File: src/rtl/fetch_unit.sv
// Fetch stage: owns the program counter, drives the program memory address,
// latches the returned word into the instruction register and hands it to the
// decoder together with the PC it came from. Handles stall, PC-relative
// branch, absolute jump and halt, and counts every word accepted as valid.
module fetch_unit #(
  parameter int Psize = 6,
  parameter int Isize = 24,
  parameter int Csize = 16
) (
  input  logic             clk,
  input  logic             reset,
  input  logic             stall,
  input  logic             branch_en,
  input  logic [Psize-1:0] branch_offset,
  input  logic             jump_en,
  input  logic [Psize-1:0] jump_addr,
  input  logic             halt,
  input  logic [Isize-1:0] I,
  output logic [Psize-1:0] address,
  output logic [Isize-1:0] instr,
  output logic [Psize-1:0] ir_pc,
  output logic             instr_valid,
  output logic             halted,
  output logic [Csize-1:0] fetch_count
);

  typedef enum logic [1:0] {
    S_RUN   = 2'd0,
    S_FLUSH = 2'd1,
    S_HALT  = 2'd2
  } state_t;

  state_t           state, state_nxt;
  logic [Psize-1:0] pc, pc_nxt;
  logic [Isize-1:0] instr_nxt;
  logic [Psize-1:0] ir_pc_nxt;
  logic             valid_nxt;
  logic [Csize-1:0] count_nxt;

  // Counter sticks at all-ones instead of wrapping back to zero.
  function automatic logic [Csize-1:0] sat_inc(input logic [Csize-1:0] c);
    return (&c) ? c : c + Csize'(1);
  endfunction

  // Branch target is relative to the fetched instruction's own address and
  // wraps modulo the program memory depth.
  function automatic logic [Psize-1:0] branch_target(
    input logic [Psize-1:0]        base,
    input logic signed [Psize-1:0] off
  );
    logic signed [Psize-1:0] sum;
    sum = $signed(base) + off;
    return $unsigned(sum);
  endfunction

  assign address = pc;
  assign halted  = (state == S_HALT);

  // Next-state and next-register values; everything holds unless a case below moves it.
  always_comb begin
    state_nxt = state;
    pc_nxt    = pc;
    instr_nxt = instr;
    ir_pc_nxt = ir_pc;
    valid_nxt = instr_valid;
    count_nxt = fetch_count;
    case (state)
      S_HALT: begin
        valid_nxt = 1'b0;
      end
      default: begin
        // Redirect requests only count for a valid IR; in FLUSH the IR is
        // always invalid, so the bubble cycle can only fetch or stall.
        if (halt && instr_valid) begin
          state_nxt = S_HALT;
          valid_nxt = 1'b0;
        end else if (stall) begin
          state_nxt = state;
        end else if (jump_en && instr_valid) begin
          pc_nxt    = jump_addr;
          valid_nxt = 1'b0;
          state_nxt = S_FLUSH;
        end else if (branch_en && instr_valid) begin
          pc_nxt    = branch_target(ir_pc, $signed(branch_offset));
          valid_nxt = 1'b0;
          state_nxt = S_FLUSH;
        end else begin
          instr_nxt = I;
          ir_pc_nxt = pc;
          valid_nxt = 1'b1;
          pc_nxt    = pc + Psize'(1);
          count_nxt = sat_inc(fetch_count);
          state_nxt = S_RUN;
        end
      end
    endcase
  end

  // State and fetch registers; reset wins over every other input.
  always_ff @(posedge clk) begin
    if (reset) begin
      state       <= S_RUN;
      pc          <= '0;
      instr       <= '0;
      ir_pc       <= '0;
      instr_valid <= 1'b0;
      fetch_count <= '0;
    end else begin
      state       <= state_nxt;
      pc          <= pc_nxt;
      instr       <= instr_nxt;
      ir_pc       <= ir_pc_nxt;
      instr_valid <= valid_nxt;
      fetch_count <= count_nxt;
    end
  end

endmodule

File: config.mk
export PLATFORM = sky130hd
export DESIGN_NAME = fetch_unit
export DESIGN_NICKNAME = d
export VERILOG_FILES = /design/src/rtl/fetch_unit.sv
export SDC_FILE = /design/constraint.sdc
export NUM_CORES = 1
export LEC_CHECK = 0
export CAP_MARGIN = 10
export CORE_AREA = 2 2 87 106
export DETAILED_ROUTE_END_ITERATION = 10
export DIE_AREA = 0 0 89 108
export GPL_TIMING_DRIVEN = 0
export PLACE_DENSITY = 0.59
export SKIP_CTS_REPAIR_TIMING = 1
export SYNTH_ARGS = -nofsm -noshare
export SYNTH_HDL_FRONTEND = slang
export SYNTH_SLANG_ARGS = --single-unit
export TNS_END_PERCENT = 20
File: constraint.sdc
create_clock -name clk -period 2.67 [get_ports clk]
set_input_delay 0.267 -clock clk [delete_from_list [all_inputs] [get_ports clk]]
set_output_delay 0.267 -clock clk [all_outputs]
set_load 0.05 [all_outputs]
# Yosys cells after proc, flatten, opt, wreduce, memory -nomap -nowiden
# Index checks and enable logic that the tools add are counted.
# totals
register_bits	55
in_bits	42
word_cells	34
# classes
n_addsub	3
n_eq_ne	2
muxes	8
bitwise	6
reduce_logical	9
# op_table
cell	n
16-bit by 1-bit adder with 16-bit output, second input constant	1
16-bit AND reduction	1
6-bit two-way mux	2
6-bit by 1-bit adder with 6-bit output, second input constant	1
6-bit adder	1
1-bit NOT	6
6-bit AND reduction	1
5-bit AND reduction	1
1-bit two-way mux	4
2-bit two-way mux	2
1-bit logical AND	3
3-bit AND reduction	1
3-bit OR reduction	1
2-bit equality test, second input constant	1
2-bit by 1-bit != test with 1-bit output, second input constant	1
2-bit AND reduction	1

# Depth between registers and ports, before layout
# Gate-level depths: netlist (run 1).
# logic_depth
ltp_word	5
depth_mapped	8

# Worst setup path before layout (run 1)
# OpenSTA, ideal clock, no wires.
# synth_path
path_kind	register to register
start	register instr_valid
end	register fetch_count[15]
arrival_time_ps	2325
required_time_ps	2600
setup_slack_ps	274
stages_incl_launch_ff	8
n_path_buf	2
period_less_slack_ps	2396
cell_sequence	dfxtp_1 -> buf_6 -> and2_4 -> or4_4 -> buf_6 -> or3_4 -> or4_1 -> a21oi_1
# synth_via
elab_chain_cells	3
word_cells_on_any_way	7
# synth_lines
element	line	rtl
start, declared	22	output logic instr_valid,
start signal, assigned	113	instr_valid <= valid_nxt;
1-bit logical AND (on tied branches)	83, 74, 79	
1-bit NOT (no line)	n/a	
6-bit AND reduction (no line) (*)	n/a	
end signal, assigned	114	fetch_count <= count_nxt;
end, declared	24	output logic [Csize-1:0] fetch_count
# Every way passes the cells marked *; elsewhere a longest branch is shown, timed or not.
# A chain may end at the register's enable or synchronous reset.

# Final worst setup path (run 1)
# layout_path
start	input port jump_en
end	register instr[21]
# layout_via
elab_chain_cells	3
# layout_lines
element	line	rtl
start, declared	15	input logic jump_en,
1-bit logical AND	79	end else if (jump_en && instr_valid) begin
1-bit NOT (no line)	n/a	
5-bit AND reduction (no line)	n/a	
end signal, assigned	111	instr <= instr_nxt;
end, declared	20	output logic [Isize-1:0] instr,
# No other way between the ends.

==> results.sh, run 1 <==
export IMPL_num_rows=37
export IMPL_cts_buffer_depth=2
export IMPL_syn_nets=368
export IMPL_start_kind="input pin"
export IMPL_routed_wl_um=7250
export IMPL_synth_area_leaders="dfxtp_1, nand2_1, a21oi_1, nor2_1, ha_1"
export IMPL_netlist_area_sq_mm=0.00254
export IMPL_drv_cap=0
export IMPL_drive_gt1_frac=0.0309
export IMPL_seqPwrFrac=0.479
export IMPL_antenna_found_initial=0
export IMPL_cts_sinks=55
export IMPL_ys_top_cells_by_count="nand2_1, dfxtp_1, a21oi_1"
export IMPL_dieArea_sq_mm=0.00961
export IMPL_tightest_slew_ns=0.592
export IMPL_drt_met1_wl_um=3090
export IMPL_min_period_over_period=0.906
export IMPL_track_usage=0.151
export IMPL_required_ns=2.91
export IMPL_synth_cell_type_count=38
export IMPL_die_h_um=108
export IMPL_wl_met3_um=361
export IMPL_core_sq_mm=0.00852
export IMPL_seq_area_frac_synth=0.434
export IMPL_setup_viol=0
export IMPL_synth_edff_count=0
export IMPL_vias=2513
export IMPL_routed_via_density=4.67
export IMPL_yosysTopAreaCell="dfxtp_1"
export IMPL_slew_headroom=0.602
export IMPL_nets=470
export IMPL_grt_pass1_vias=2288
export IMPL_wl_met2_um=3730
export IMPL_arrival_ns=2.66
export IMPL_setup_slack_ns=0.251
export IMPL_clock_skew_ns=0.00548
export IMPL_power_uw=1890
export IMPL_dpl_hpwl_um=5540
export IMPL_synth_seq_cells=55
export IMPL_slew_violations=0
export IMPL_p_sw_uw=636
export IMPL_place_ws_ns=-0.107
export IMPL_multi_input_area_sq_mm=0.00134
export IMPL_grt_remaining_overflow=0
export IMPL_cts_tree="done"
export IMPL_n_antenna_cell=0
export IMPL_portBuffers=95
export IMPL_grt_max_degree=18
export IMPL_htreeDepth=2
export IMPL_ff_latch_area_sq_mm=0.00110
export IMPL_hold_class="flip-flop to flip-flop"
export IMPL_boundaryPins=96
export IMPL_postSynthAreaPerCell_sq_um=7.98
export IMPL_fin_crit_ns=2.42
export IMPL_end_kind="flip-flop"
export IMPL_start_util=0.298
export IMPL_top_layer_used="met4"
export IMPL_ir_worst_vdd_v=0.000293
export IMPL_wl_per_cell_um=13.5
export IMPL_p_sw_frac=0.336
export IMPL_yosysMostFrequentCell="nand2_1"
export IMPL_rsz0062_at_grt="false"
export IMPL_fmax_mhz=413
export IMPL_worstSetupPathType="input pin to flip-flop"
export IMPL_async_reset_ff_frac=0
export IMPL_gp_congestion=0.759
export IMPL_combPwrFrac=0.270
export IMPL_fp_dieW_um=89
export IMPL_worstPathMaxFanout=10
export IMPL_yosysWarningCount=0
export IMPL_ant_nets=0
export IMPL_syn_to_final_growth_pct=46.8
export IMPL_post_route_util=0.437
export IMPL_dr_pass1_iters=4
export IMPL_yosysTopAreaCellShare=0.434
export IMPL_syn_instance_count=318
export IMPL_hold_violations=0
export IMPL_clk_latency_ns=0.31
export IMPL_drtIter0Drc=84
export IMPL_internal_power_uw=1260
export IMPL_nFillCells=901
export IMPL_cts_root_buf="clkbuf_8"
export IMPL_clk_pin_slew_ns=0.10
export IMPL_clockPowerShare=0.251
export IMPL_drc=0
export IMPL_powerDensity_mw_per_mm2=508
export IMPL_ys_flop_type="dfxtp_1"
export IMPL_cts_buffers=5
export IMPL_status="finished, final reports clean"
export IMPL_power_leakage_uw=0.00132
export IMPL_grt_pass1_wl_um=11300
state kept, by name, indices dropped and copies added, names as in the netlist:
register / cells
ir_pc: 6
instr: 24
instr_valid: 1
address: 6
state: 2
fetch_count: 16
critical path: stages:
cell and delay (ns):
clkdlybuf4s50_1 0.48, o21a_1 0.24, nor4_1 0.46, clkbuf_1 0.48, clkbuf_1 0.44, nand2_1 0.12, a21oi_1 0.16
cell type report:
type,instances,share of cell area
multi-input cells,240,0.359
inverters,6,0.00604
clock buffers,6,0.0195
clock inverters,2,0.00470
repair buffers,95,0.255
well taps,117,0.0393
plain buffers,17,0.0212
flip-flops and latches,55,0.296
layer usage:
layer	vias up	GRT usage
met4	0	0.0384
met2	59	0.259
met3	7	0.0397
li1	1293	-
met1	1154	0.187
met5	-	0
worst paths after layout:
| path | slack [ns] | to | depth (start not counted) | startpoint |
|---|---|---|---|---|
| min reg2reg | 0.46 | instr[22] | 2 | instr[22] |
| min | 0.46 | instr[22] | 2 | instr[22] |
| max | 0.25 | instr[21] | 7 | jump_en |
| max reg2reg | 0.28 | instr[21] | 7 | instr_valid |
metrics by stage:
step	hold WS [ns]	std cells	cell area [sq um]	TNS [ns]
after floorplan	0.403	318	2540	0
after global placement	0.441	530	3640	-0.0687
after detailed placement	0.449	530	3640	-0.545
after CTS	0.463	538	3730	0
after global routing	0.483	538	3730	0
final	0.458	538	3730	0
logic make-up after synthesis:
group / share of synthesized area
multiplexers: 0.0202
buffers and inverters: 0.0399
XOR/XNOR: 0.0483
adder cells (fa/ha/maj): 0.0424
flip-flops: 0.434
AO/OA/AOI/OAI: 0.157
AND/OR/NAND/NOR: 0.258
layout by cell type, fill, tap and decap left out, drive strengths merged, types with 4 or more instances in the layout:
cell type	Yosys	routed
dfxtp	55	55
and2	4	4
clkbuf	15	21
ha	7	7
or4	5	5
nand2	72	72
nand3	10	10
nor4	4	4
mux2i	4	4
o21ai	8	8
o211ai	4	4
nand2b	4	4
and3	5	5
or3	4	4
a21oi	44	44
clkdlybuf4s50	0	95
inv	6	6
nor2	25	25
xnor2	5	5
xor2	9	9
power groups by stage:
stage / clock (uW) / sequential (uW) / combinational (uW)
after floorplan: 0 / 1070 / 165
after global placement: 0 / 923 / 511
after detailed placement: 0 / 925 / 515
after CTS: 490 / 907 / 517
after global routing: 520 / 913 / 550
final: 475 / 906 / 511
Power figures use the tool's default switching activity.
==> run 2, diff against run 1 <==
- CORE_AREA: 2 2 87 106 -> 2 2 76 93
- DIE_AREA: 0 0 89 108 -> 0 0 78 95
- PLACE_DENSITY: 0.59 -> 0.77
- clock period: 2.67 -> 2.2 ns (I/O delays scaled with it)
==> results.sh, run 2 (synthesis gave the netlist of run 1 again) <==
export IMPL_cts_tree="done"
export IMPL_routed_via_density=5.06
export IMPL_startpoint="branch_en"
export IMPL_reg_top3="instr: 24 flops, fetch_count: 16 flops"
export IMPL_dr_pass1_iters=4
export IMPL_start_kind="input pin"
export IMPL_start_util=0.384
export IMPL_final_setup_tns_ns=0
export IMPL_slew_headroom=0.630
export IMPL_hp_start="I[7]"
export IMPL_num_rows=33
export IMPL_drtIter0Drc=93
export IMPL_boundaryPins=96
export IMPL_holdWs_ns=0.445
export IMPL_combPwrFrac=0.253
export IMPL_arrival_ns=2.41
export IMPL_track_usage=0.186
export IMPL_die_h_um=95
export IMPL_cpLargestDelayFamily="simple AND/OR/NAND/NOR gates"
export IMPL_htreeDepth=2
export IMPL_drv_cap=0
export IMPL_powerDensity_mw_per_mm2=658
export IMPL_worstPathCellList="clkdlybuf4s50_1, o21a_1, or4_4, or3_4, or4_1, a21oi_1"
export IMPL_p_sw_frac=0.311
export IMPL_cts_sinks=55
export IMPL_vias=2582
export IMPL_hold_class="input pin to flip-flop"
export IMPL_worstSetupPathType="input pin to flip-flop"
export IMPL_cts_buffers=5
export IMPL_fp_dieW_um=78
export IMPL_grt_max_degree=18
export IMPL_end_kind="flip-flop"
export IMPL_portBuffers=95
export IMPL_mostFrequentLayoutCell="clkdlybuf4s50_1"
export IMPL_reg2reg_from="instr_valid"
export IMPL_ff_latch_area_sq_mm=0.00110
export IMPL_hold_depth=3
export IMPL_wl_per_cell_um=13.7
export IMPL_grt_pass1_wl_um=11100
export IMPL_slew_violations=0
export IMPL_setup_viol=0
export IMPL_largest_register="instr"
export IMPL_fmax_mhz=462
export IMPL_place_ws_ns=-0.449
export IMPL_drc=0
export IMPL_fin_crit_ns=2.16
export IMPL_p_sw_uw=770
export IMPL_status="finished, final reports clean"
export IMPL_multi_input_area_sq_mm=0.00135
export IMPL_syn_to_final_growth_pct=48.3
export IMPL_nets=472
export IMPL_n_antenna_cell=0
export IMPL_drive_gt1_frac=0.0567
export IMPL_grt_pass1_vias=2345
export IMPL_tightest_slew_ns=0.554
export IMPL_dpl_hpwl_um=5160
export IMPL_hold_violations=0
export IMPL_rsz0062_at_grt="true"
export IMPL_power_leakage_uw=0.00135
export IMPL_cts_root_buf="clkbuf_8"
export IMPL_core_sq_mm=0.00661
export IMPL_antenna_found_initial=0
export IMPL_ant_nets=0
export IMPL_min_period_over_period=0.984
export IMPL_seqPwrFrac=0.444
export IMPL_nFillCells=612
export IMPL_cts_buffer_depth=2
export IMPL_final_cell_mix="clkdlybuf4s50_1, nand2_1, dfxtp_1, a21oi_1, nor2_1"
export IMPL_ir_worst_vdd_v=0.000414
export IMPL_required_ns=2.45
export IMPL_grt_remaining_overflow=0
export IMPL_crit_cells=6
export IMPL_largest_register_ffs=24
export IMPL_setup_slack_ns=0.0362
export IMPL_routed_wl_um=6980
export IMPL_worst_path_buf_inv=1
export IMPL_clockPowerShare=0.303
export IMPL_dieArea_sq_mm=0.00741
export IMPL_reg2reg_slack_ns=0.05
export IMPL_clk_latency_ns=0.31
export IMPL_cp_slowest_stage_delay_ns=0.52
export IMPL_reg2reg_depth=6
export IMPL_crit_path_top_delay_cell="or4_4"
export IMPL_clock_skew_ns=0.00932
export IMPL_clk_pin_slew_ns=0.10
export IMPL_worstPathMaxFanout=4
export IMPL_internal_power_uw=1710
export IMPL_gp_congestion=0.871
[run 2: cell count changes in the layout (fill, tap and decap cells not counted), sizes merged]
cell	before	now
buf	2	4
bufinv	0	1
clkinv	2	0
clkinvlp	0	1
[run 2: per-layer routing]
layer | track usage | part of all wire
met4 | 0.0643 | 0.0083
met5 | 0 | 0
met2 | 0.327 | 0.51
met3 | 0.0344 | 0.048
met1 | 0.228 | 0.43
[run 2: worst register-to-register path: stages, from the launching register on]
cell and delay [ns]:
dfxtp_4 0.36, buf_6 0.12, o21a_1 0.14, or4_4 0.52, or3_4 0.41, or4_1 0.40, a21oi_1 0.14
[run 2: final timing paths]
| kind | to |
|---|---|
| hold reg to reg | instr[15] |
| setup reg to reg | fetch_count[15] |
| setup / recovery | fetch_count[15] |
| hold / removal | instr[7] |
[run 2: final cells by class]
type | instances | share of cell area
sequential | 55 | 0.293
inverter | 6 | 0.00598
clock inverter | 2 | 0.00997
multi-input combinational | 240 | 0.359
timing repair buffer | 98 | 0.259
buffer | 16 | 0.0193
tap | 87 | 0.0289
clock buffer | 6 | 0.0249
[run 2: metrics by stage]
step | power [uW] | instance area [sq um] | util | cells
3_3_place_gp | 1730 | 3600 | 0.546 | 500
5_1_grt | 2570 | 3760 | 0.570 | 510
3_5_place_dp | 1740 | 3600 | 0.546 | 500
4_1_cts | 2490 | 3740 | 0.566 | 508
6_report | 2480 | 3760 | 0.570 | 510
2_1_floorplan | 1500 | 2540 | - | 318
[run 2: power by group through the flow]
stage / Clock (uW) / Combinational [uW] / Sequential (uW)
4_1_cts: 761 / 626 / 1100
6_report: 752 / 626 / 1100
5_1_grt: 791 / 673 / 1110
2_1_floorplan: 0 / 200 / 1300
3_5_place_dp: 0 / 621 / 1120
3_3_place_gp: 0 / 615 / 1120
==> run 3, diff against run 2 <==
- CTS_BUF_LIST: unset -> sky130_fd_sc_hd__clkbuf_16
==> results.sh, run 3 (synthesis gave the netlist of run 1 again) <==
export IMPL_nFillCells=607
export IMPL_drive_gt1_frac=0.0544
export IMPL_cts_tree="done"
export IMPL_ir_worst_vdd_v=0.000471
export IMPL_final_setup_tns_ns=0
export IMPL_antenna_found_initial=0
export IMPL_mostFrequentLayoutCell="clkdlybuf4s50_1"
export IMPL_power_uw=2690
export IMPL_grtUsageMet3=0.0344
export IMPL_fmax_mhz=465
export IMPL_status="finished, final reports clean"
export IMPL_dieArea_sq_mm=0.00741
export IMPL_ff_latch_area_sq_mm=0.00110
export IMPL_start_kind="flip-flop"
export IMPL_dr_pass1_iters=4
export IMPL_n_antenna_cell=0
export IMPL_cts_root_buf="clkbuf_16"
export IMPL_reg_top3="instr: 24 flops, fetch_count: 16 flops"
export IMPL_nets=472
export IMPL_largest_register="instr"
export IMPL_fin_crit_ns=2.15
export IMPL_drtIter0Drc=81
export IMPL_worstSetupPathType="flip-flop to flip-flop"
export IMPL_fp_dieW_um=78
export IMPL_required_ns=2.42
export IMPL_post_route_util=0.579
export IMPL_drc=0
export IMPL_end_kind="flip-flop"
export IMPL_cp_slowest_stage_delay_ns=0.52
export IMPL_vias=2567
export IMPL_clock_skew_ns=0.00522
export IMPL_grt_remaining_overflow=0
export IMPL_crit_path_top_delay_cell="or4_4"
export IMPL_num_rows=33
export IMPL_syn_to_final_growth_pct=50.7
export IMPL_setup_viol=0
export IMPL_routed_via_density=5.03
export IMPL_largest_register_ffs=24
export IMPL_holdWs_ns=0.347
export IMPL_slew_headroom=0.632
export IMPL_wl_per_cell_um=13.7
export IMPL_gp_congestion=0.871
export IMPL_clk_pin_slew_ns=0.07
export IMPL_power_leakage_uw=0.00139
export IMPL_clk_latency_ns=0.29
export IMPL_worstPathMaxFanout=8
export IMPL_worstPathCellList="buf_6, o21a_1, or4_4, or3_4, or4_1, a21oi_1"
export IMPL_hold_violations=0
export IMPL_rsz0062_at_grt="true"
export IMPL_grt_pass1_wl_um=11100
export IMPL_slew_violations=0
export IMPL_grt_max_degree=18
export IMPL_arrival_ns=2.37
export IMPL_routed_wl_um=7000
export IMPL_track_usage=0.186
export IMPL_die_h_um=95
export IMPL_cts_sinks=55
export IMPL_dpl_hpwl_um=5160
export IMPL_grt_util_met1=0.231
export IMPL_grt_pass1_vias=2354
export IMPL_powerDensity_mw_per_mm2=704
export IMPL_htreeDepth=2
export IMPL_final_cell_mix="clkdlybuf4s50_1, nand2_1, dfxtp_1, a21oi_1, nor2_1"
export IMPL_start_util=0.384
export IMPL_drv_cap=0
export IMPL_tightest_slew_ns=0.550
export IMPL_multi_input_area_sq_mm=0.00135
export IMPL_hold_class="input pin to flip-flop"
export IMPL_core_sq_mm=0.00661
export IMPL_cts_buffer_depth=2
export IMPL_top_usage_layer="met2"
export IMPL_portBuffers=95
export IMPL_gr_usage_met2=0.330
export IMPL_cts_buffers=5
export IMPL_min_period_over_period=0.977
export IMPL_ant_nets=0
export IMPL_boundaryPins=96
## run 3: through the flow
step	instances	cell area [sq um]	worst slack (ns)
final	510	3820	0.0496
after global routing	510	3820	-0.0116
after CTS	508	3790	-0.229
after detailed placement	500	3600	-0.449
after global placement	500	3600	-0.382
after floorplan	318	2540	-0.0317
## run 3: metal layers
metal | vias up | share of wire
met5 | - | 0
met1 | 1187 | 0.43
met3 | 5 | 0.050
li1 | 1305 | -
met2 | 70 | 0.51
met4 | 0 | 0.0066
## run 3: worst paths after layout
path,to,start,slack (ns),cells after the start
max reg2reg,fetch_count[15],instr_valid,0.05,6
min reg2reg,instr[15],instr[15],0.45,2
max,fetch_count[15],instr_valid,0.05,6
min,address[5],jump_en,0.35,3
## run 3: where the power goes
| group | leakage [uW] | switching, uW | internal [uW] |
|---|---|---|---|
| Sequential | 0.000450 | 48.8 | 1050 |
| Clock | 0.0000882 | 358 | 606 |
| Combinational | 0.000856 | 380 | 247 |
| Total | 0.00139 | 787 | 1900 |
## run 3: final cells by class
cell class                 count  area share
multi-input combinational    240       0.353
sequential                    55       0.289
timing repair buffer          98       0.256
clock buffer                   6      0.0393
tap                           87      0.0285
buffer                        16      0.0186
clock inverter                 2     0.00981
inverter                       6     0.00589
## run 3: critical path: cells and delay by family, from the launching register on
kind / cells / cell delay, ns
buffers and inverters: 1 / 0.12
flip-flops: 1 / 0.35
AND/OR/NAND/NOR: 3 / 1.33
AO/OA/AOI/OAI: 2 / 0.28
